## config.mk

```make
export PLATFORM = sky130hd
export DESIGN_NAME = nibble_serial_addsub
export DESIGN_NICKNAME = d
export VERILOG_FILES = /design/src/rtl/nibble_serial_addsub.sv
export SDC_FILE = /design/constraint.sdc
export NUM_CORES = 1
export LEC_CHECK = 0
export BUFFER_PORTS_ARGS = -buffer_cell sky130_fd_sc_hd__buf_2
export CORE_MARGIN = 2
export CORE_UTILIZATION = 59
export CTS_CLUSTER_SIZE = 20
export DETAILED_ROUTE_END_ITERATION = 16
export GPL_ROUTABILITY_DRIVEN = 0
export PLACE_DENSITY = 0.84
export SLEW_MARGIN = 20
export SYNTH_ARGS = -nofsm -noshare
export SYNTH_HDL_FRONTEND = slang
export SYNTH_SLANG_ARGS = --single-unit
```

## constraint.sdc

```tcl
create_clock -name clk -period 3.05 [get_ports clk]
set_input_delay 0.1525 -clock clk [delete_from_list [all_inputs] [get_ports clk]]
set_output_delay 0.1525 -clock clk [all_outputs]
set_load 0.02 [all_outputs]
```

## src/rtl/nibble_serial_addsub.sv

```systemverilog
// nibble_serial_addsub: add/subtract NIBBLES*4-bit operands one nibble per clock, LSB first
module nibble_serial_addsub #(
  parameter int NIBBLES = 4,
  localparam int W = 4 * NIBBLES,
  localparam int IW = (NIBBLES > 1) ? $clog2(NIBBLES) : 1
) (
  input  logic         clk,
  input  logic         rst_n,
  input  logic         start,
  input  logic [W-1:0] A,
  input  logic [W-1:0] B,
  input  logic         d,
  output logic         busy,
  output logic         done,
  output logic [W-1:0] S,
  output logic         Cout,
  output logic         ovf
);
  typedef enum logic [1:0] {IDLE, RUN, DONE} state_t;
  state_t state, state_n;
  logic [W-1:0] a_q, b_q, work, work_n;
  logic [IW-1:0] idx;
  logic d_q, carry, last, c3;
  logic [3:0] nb;
  logic [4:0] sum;
  always_comb begin
    nb = b_q[3:0] ^ {4{d_q}};
    sum = {1'b0, a_q[3:0]} + {1'b0, nb} + {4'b0, carry};
    c3 = a_q[3] ^ nb[3] ^ sum[3];
    work_n = (work >> 4) | (W'(sum[3:0]) << (W - 4));
    last = (idx == IW'(NIBBLES - 1));
    state_n = (state == RUN) ? (last ? DONE : RUN) : (start ? RUN : IDLE);
  end
  assign busy = (state == RUN);
  assign done = (state == DONE);
  always_ff @(posedge clk or negedge rst_n)
    if (!rst_n) state <= IDLE;
    else state <= state_n;
  // operands shift right so the active nibble is always in bits [3:0]
  always_ff @(posedge clk or negedge rst_n) begin
    if (!rst_n) begin
      a_q <= '0;
      b_q <= '0;
      d_q <= 1'b0;
      carry <= 1'b0;
      idx <= '0;
      work <= '0;
      S <= '0;
      Cout <= 1'b0;
      ovf <= 1'b0;
    end else if (state != RUN && start) begin
      a_q <= A;
      b_q <= B;
      d_q <= d;
      carry <= d;
      idx <= '0;
    end else if (state == RUN) begin
      a_q <= a_q >> 4;
      b_q <= b_q >> 4;
      work <= work_n;
      carry <= sum[4];
      idx <= last ? '0 : idx + 1'b1;
      if (last) begin
        S <= work_n;
        Cout <= sum[4];
        ovf <= c3 ^ sum[4];
      end
    end
  end
endmodule

```

Word-level counts from Yosys, hierarchy flattened
Cells that the tools add are included.
{"block": "op_classes", "n_bitwise": 6, "n_addsub": 3, "reduce_logical": 4, "n_mux": 12, "eq_ne": 4}
{"op": "$mux 16", "count": 4}
{"op": "$or 12x16->16", "count": 1}
{"op": "$mux 2", "count": 5}
{"op": "$add 4x4->5", "count": 1}
{"op": "$add 5x1->5", "count": 1}
{"op": "$eq 2x2->1 const B", "count": 2}
{"op": "$xor 4x4->4", "count": 1}
{"op": "$mux 1", "count": 3}
{"op": "$reduce_and 3->1", "count": 1}
{"op": "$xor 1x1->1", "count": 3}
{"op": "$add 2x1->2 const B", "count": 1}
{"op": "$eq 2x1->1 const B", "count": 1}
{"op": "$ne 2x1->1 const B", "count": 1}
{"op": "$reduce_and 2->1", "count": 1}
{"op": "$reduce_bool 2->1", "count": 1}
{"op": "$logic_and 1x1->1", "count": 1}
{"op": "$not 1->1", "count": 1}
{"block": "totals", "out_inout_bits": 20, "elab_cells": 39, "reg_bits": 72}

Logic depth before layout (Yosys ltp)
{"block": "logic_depth", "depth_word": 5, "depth_mapped": 9, "ltp_nobuf": 8}

Least setup slack after synthesis
No wires, ideal clock.
{"block": "synth_timing", "path_kind": "register to register", "startpoint": "reg d_q", "endpoint": "reg ovf", "t_arrival_ns": 1.927, "synth_period_minus_slack_ns": 2.055, "setup_ns": 0.128, "path_buffers": 1, "slack_ns": 0.995, "stages_incl_launch_ff": 10, "cell_sequence": "dfrtp_1 -> clkbuf_1 -> xnor2_1 -> fa_1 -> inv_1 -> fa_1 -> a21o_1 -> a21oi_1 -> xor2_1 -> o21ai_0"}
{"block": "synth_between", "elab_chain_cells": 5, "elab_cells_between_ends": 6}
{"element": "start, declared", "line_no": "23", "source": "logic d_q, carry, last, c3;"}
{"element": "start signal, assigned", "line_no": "44", "source": "d_q <= 1'b0;"}
{"element": "start signal, assigned", "line_no": "54", "source": "d_q <= d;"}
{"element": "$xor 4x4->4 (*)", "line_no": "27", "source": "nb = b_q[3:0] ^ {4{d_q}};"}
{"element": "$add 4x4->5", "line_no": "28", "source": "sum = {1'b0, a_q[3:0]} + {1'b0, nb} + {4'b0, carry};"}
{"element": "$add 5x1->5", "line_no": "28"}
{"element": "$xor 1x1->1", "line_no": "29", "source": "c3 = a_q[3] ^ nb[3] ^ sum[3];"}
{"element": "$xor 1x1->1 (*)", "line_no": "66", "source": "ovf <= c3 ^ sum[4];"}
{"element": "end signal, assigned", "line_no": "66"}
{"element": "end, declared", "line_no": "17", "source": "output logic ovf"}
Every way passes the cells marked *; elsewhere a longest branch is shown, timed or not.
A chain may end at the register's enable or synchronous reset.

Final worst setup path
Same ends and word-level chain as after synthesis.

==> metrics.md <==
| Metric | Value |
|---|---|
| Largest net degree at the start of global routing | `71` |
| Unrepaired setup endpoints after global routing | `false` |
| Syn Nets | `308` |
| Post-synthesis cell type count | `25` |
| Async SR Flop Fraction | `1.00` |
| Drt via density | `5.11` |
| Overall routing resource usage | `0.211` |
| Count of final setup violators | `0` |
| Synthesized area divided by synthesized cell count | `11.3 sq um` |
| Run status | `complete, no violations` |
| Commonest register cell after synthesis | `dfrtp_1` |
| Worst EP arrival | `2380 ps` |
| Most common cell after layout, fill and taps aside | `dfrtp_1` |
| Total vias in the final route | `1,988` |
| Share of cells above drive strength 1 | `0.270` |
| Critical path peak fanout | `5` |
| Type of element capturing the critical path | `flip-flop` |
| Number of cell instances on the worst register-to-register path | `8` |
| Worst-case clock skew | `8.33 ps` |
| Signed area change from the synthesized netlist to the final layout | `15.1%` |
| Worst hold path endpoint | `a_q[14]` |
| Cell internal pwr | `2.22 mW` |
| Worst Max-Slew Pin Slew | `993 ps` |
| DR iter-0 viols | `90` |
| Gate power share | `0.409` |
| Kind of start point of the critical path | `flip-flop` |
| Crit Reg-Reg Startpoint | `d_q` |
| Max-slew headroom at the worst pin | `0.338` |
| Largest cells by area after synthesis | `dfrtp_1 (57%), mux2i_1 (11%), nand2_1 (8.1%), o21ai_0 (5.3%), mux2_4 (4.5%)` |
| Number of buffers and inverters on the critical path | `1` |
| Crit-path cells | `xnor2_1 -> fa_1 -> inv_1 -> fa_1 -> a21o_1 -> a21oi_1 -> xor2_1 -> o21ai_0` |
| Synthesized netlist cell count | `266` |
| Root Buffer | `clkbuf_8` |
| Count of buffers inserted at the top-level ports | `55` |
| Net total in the final layout | `361` |
| Clock group share of total power | `0.167` |
| Initial antenna violation count | `0` |
| Worst slack on hold paths | `63.6 ps` |
| Clock H-tree levels | `3` |
| Routed wire length per instance | `13.0 um` |
| CTS resizes | `0` |
| Final standard cell count with taps included and fillers excluded | `389` |
| Fin crit period | `2180 ps` |
| Global-route wire length before repair | `8840 um` |
| Sequential standard cell area | `0.00170 sq mm` |
| Register-to-Register Setup Slack | `870 ps` |
| Tot Pwr | `3.62 mW` |
| Crit path largest cell delay | `450 ps` |
| First-pass DRT Iterations | `4` |
| Antenna diode count | `0` |
| Portion of synthesized cell area occupied by the leading cell type | `0.567` |
| CP Class | `reg -> reg` |
| Count of flip-flops with a built-in enable after synthesis | `0` |
| Sw Pwr | `1.39 mW` |
| Multi-input gate area in the final layout | `0.00119 sq mm` |
| Share of the core filled with cells in the final layout | `0.718` |
| Type of the tightest min-delay check | `in -> reg` |
| Total placed cells including tap cells | `374` |
| Dominant cell type by area after synthesis | `dfrtp_1` |
| Die width | `75.3 um` |
| Finished Cell Area | `0.00346 sq mm` |
| Post-route fraction of the period consumed by the critical path | `0.714` |
| Chip height | `75.3 um` |
| Yosys Warn Count | `0` |
| Number of rows created at floorplan | `25` |
| TritonCTS clock tree | `done` |
| Max Root-Sink Buffers | `2` |
| Max Transition Viols Final | `0` |
| ANT nets after route | `0` |
| Final global-route overflow total | `0` |
| Register area share after synthesis | `0.567` |
| Commonest non-fill, non-tap cells in the layout | `dfrtp_1 (68), nand2_1 (65), buf_2 (55)` |
| Cell depth of the worst min-delay path | `3` |
| Initial standard-cell utilization of the core | `0.623` |
| Std-Cell Core Area | `0.00482 sq mm` |
| Min-Delay Startpoint | `A[14]` |
| CTS sink count | `68` |
| Switching Share | `0.385` |
| Final Hold Fails | `0` |
| Achievable frequency | `459 MHz` |
| DRC errors left | `0` |
| Data required time of the critical path | `3250 ps` |
| Clock transition at path regs | `60 ps` |
| Flop pwr share | `0.424` |
| Worst Setup Slack, final | `873 ps` |
| Skew-Pair Late Insertion Delay | `330 ps` |
| Routed Wire Length | `5070 um` |
| Setup Total Neg Slack | `0 ps` |
| Power per Cell Area | `1050 mW/mm^2` |
| Cell with the biggest individual delay on the critical path | `dfrtp_1` |
| Leak pwr | `1.83 nW` |
| CP most frequent cell | `fa_1` |
| Pre-CTS WS | `873 ps` |
| Yosys reg bits | `68` |
| Max rail drop VDD | `0.569 mV` |
| Area enclosed by the die boundary | `0.00568 sq mm` |
| Ports placed on the boundary | `56` |
| Via count of the first global-routing pass | `2,022` |
| Dpl cell area | `0.00329 sq mm` |
| Fill count | `369` |
| Syn Std Cell Area | `0.00300 sq mm` |
| HPWL reported at the end of detailed placement | `3490 um` |
| Max Cap Violations | `0` |
| CP delay by family, top | `adder cells` |
| CTS Buf Count | `9` |
| Reg2Reg Capture Point | `ovf` |
==> cells by family after synthesis <==
group / Yosys count / share of synthesized area
simple gates: 80 / 0.109
flops: 68 / 0.567
mux: 46 / 0.170
compound gates: 38 / 0.0667
buf+inv: 21 / 0.0367
xor+xnor: 7 / 0.0204
fa+ha+maj: 6 / 0.0300
==> cells in the mapped netlist (4+ instances only) <==
cell type	count
mux2_4	9
dfrtp_1	68
mux2i_1	32
nor2_1	10
o21ai_0	32
mux2_2	5
inv_1	4
xor2_1	4
ha_1	4
buf_2	6
clkbuf_1	6
nand2_1	65
==> worst max-delay path by stage <==
stage               start  endpoint  cells past startpoint
floorplan             d_q       ovf                      9
global placement      d_q       ovf                      8
detailed placement    d_q       ovf                      8
CTS                   d_q       ovf                      8
global route          d_q       ovf                      8
finish                d_q       ovf                      8
==> per-layer routing <==
metal  track usage  part of all wire
met5             0                 0
met4         0.111             0.015
met3        0.0489             0.059
met2         0.344              0.48
met1         0.264              0.45
==> tightest hold or removal path, stage by stage <==
cell     delay, ps
buf_2           70
mux2i_1         60
nor2_1          70
==> timing repair <==
action	CTS	global route
endpoints found under the setup margin	0	0
endpoints found under the hold margin	33	0
hold buffers	1	0
buffers inserted	0	0
==> power groups by stage <==
stage	Clock, mW	Combinational (mW)	Sequential [mW]
6_report	0.605	1.48	1.53
5_1_grt	0.659	1.70	1.59
4_1_cts	0.618	1.51	1.54
3_5_place_dp	0	1.50	1.55
3_3_place_gp	0	1.43	1.53
2_1_floorplan	0	1.07	1.62
==> layout make-up <==
cell class	instances	share of cell area
clock inverter	3	0.00434
sequential	68	0.492
timing repair buffer	58	0.0869
tap	67	0.0242
multi-input combinational	177	0.345
clock buffer	11	0.0409
inverter	5	0.00688
==> sequential cells by signal (all words and copies together), names as in the netlist <==
signal and count:
b_q 16, Cout 1, idx 2, S 16
a_q 16, state 2, d_q 1, work 12
ovf 1, carry 1
Note: power is estimated with default switching activity, not from simulation.
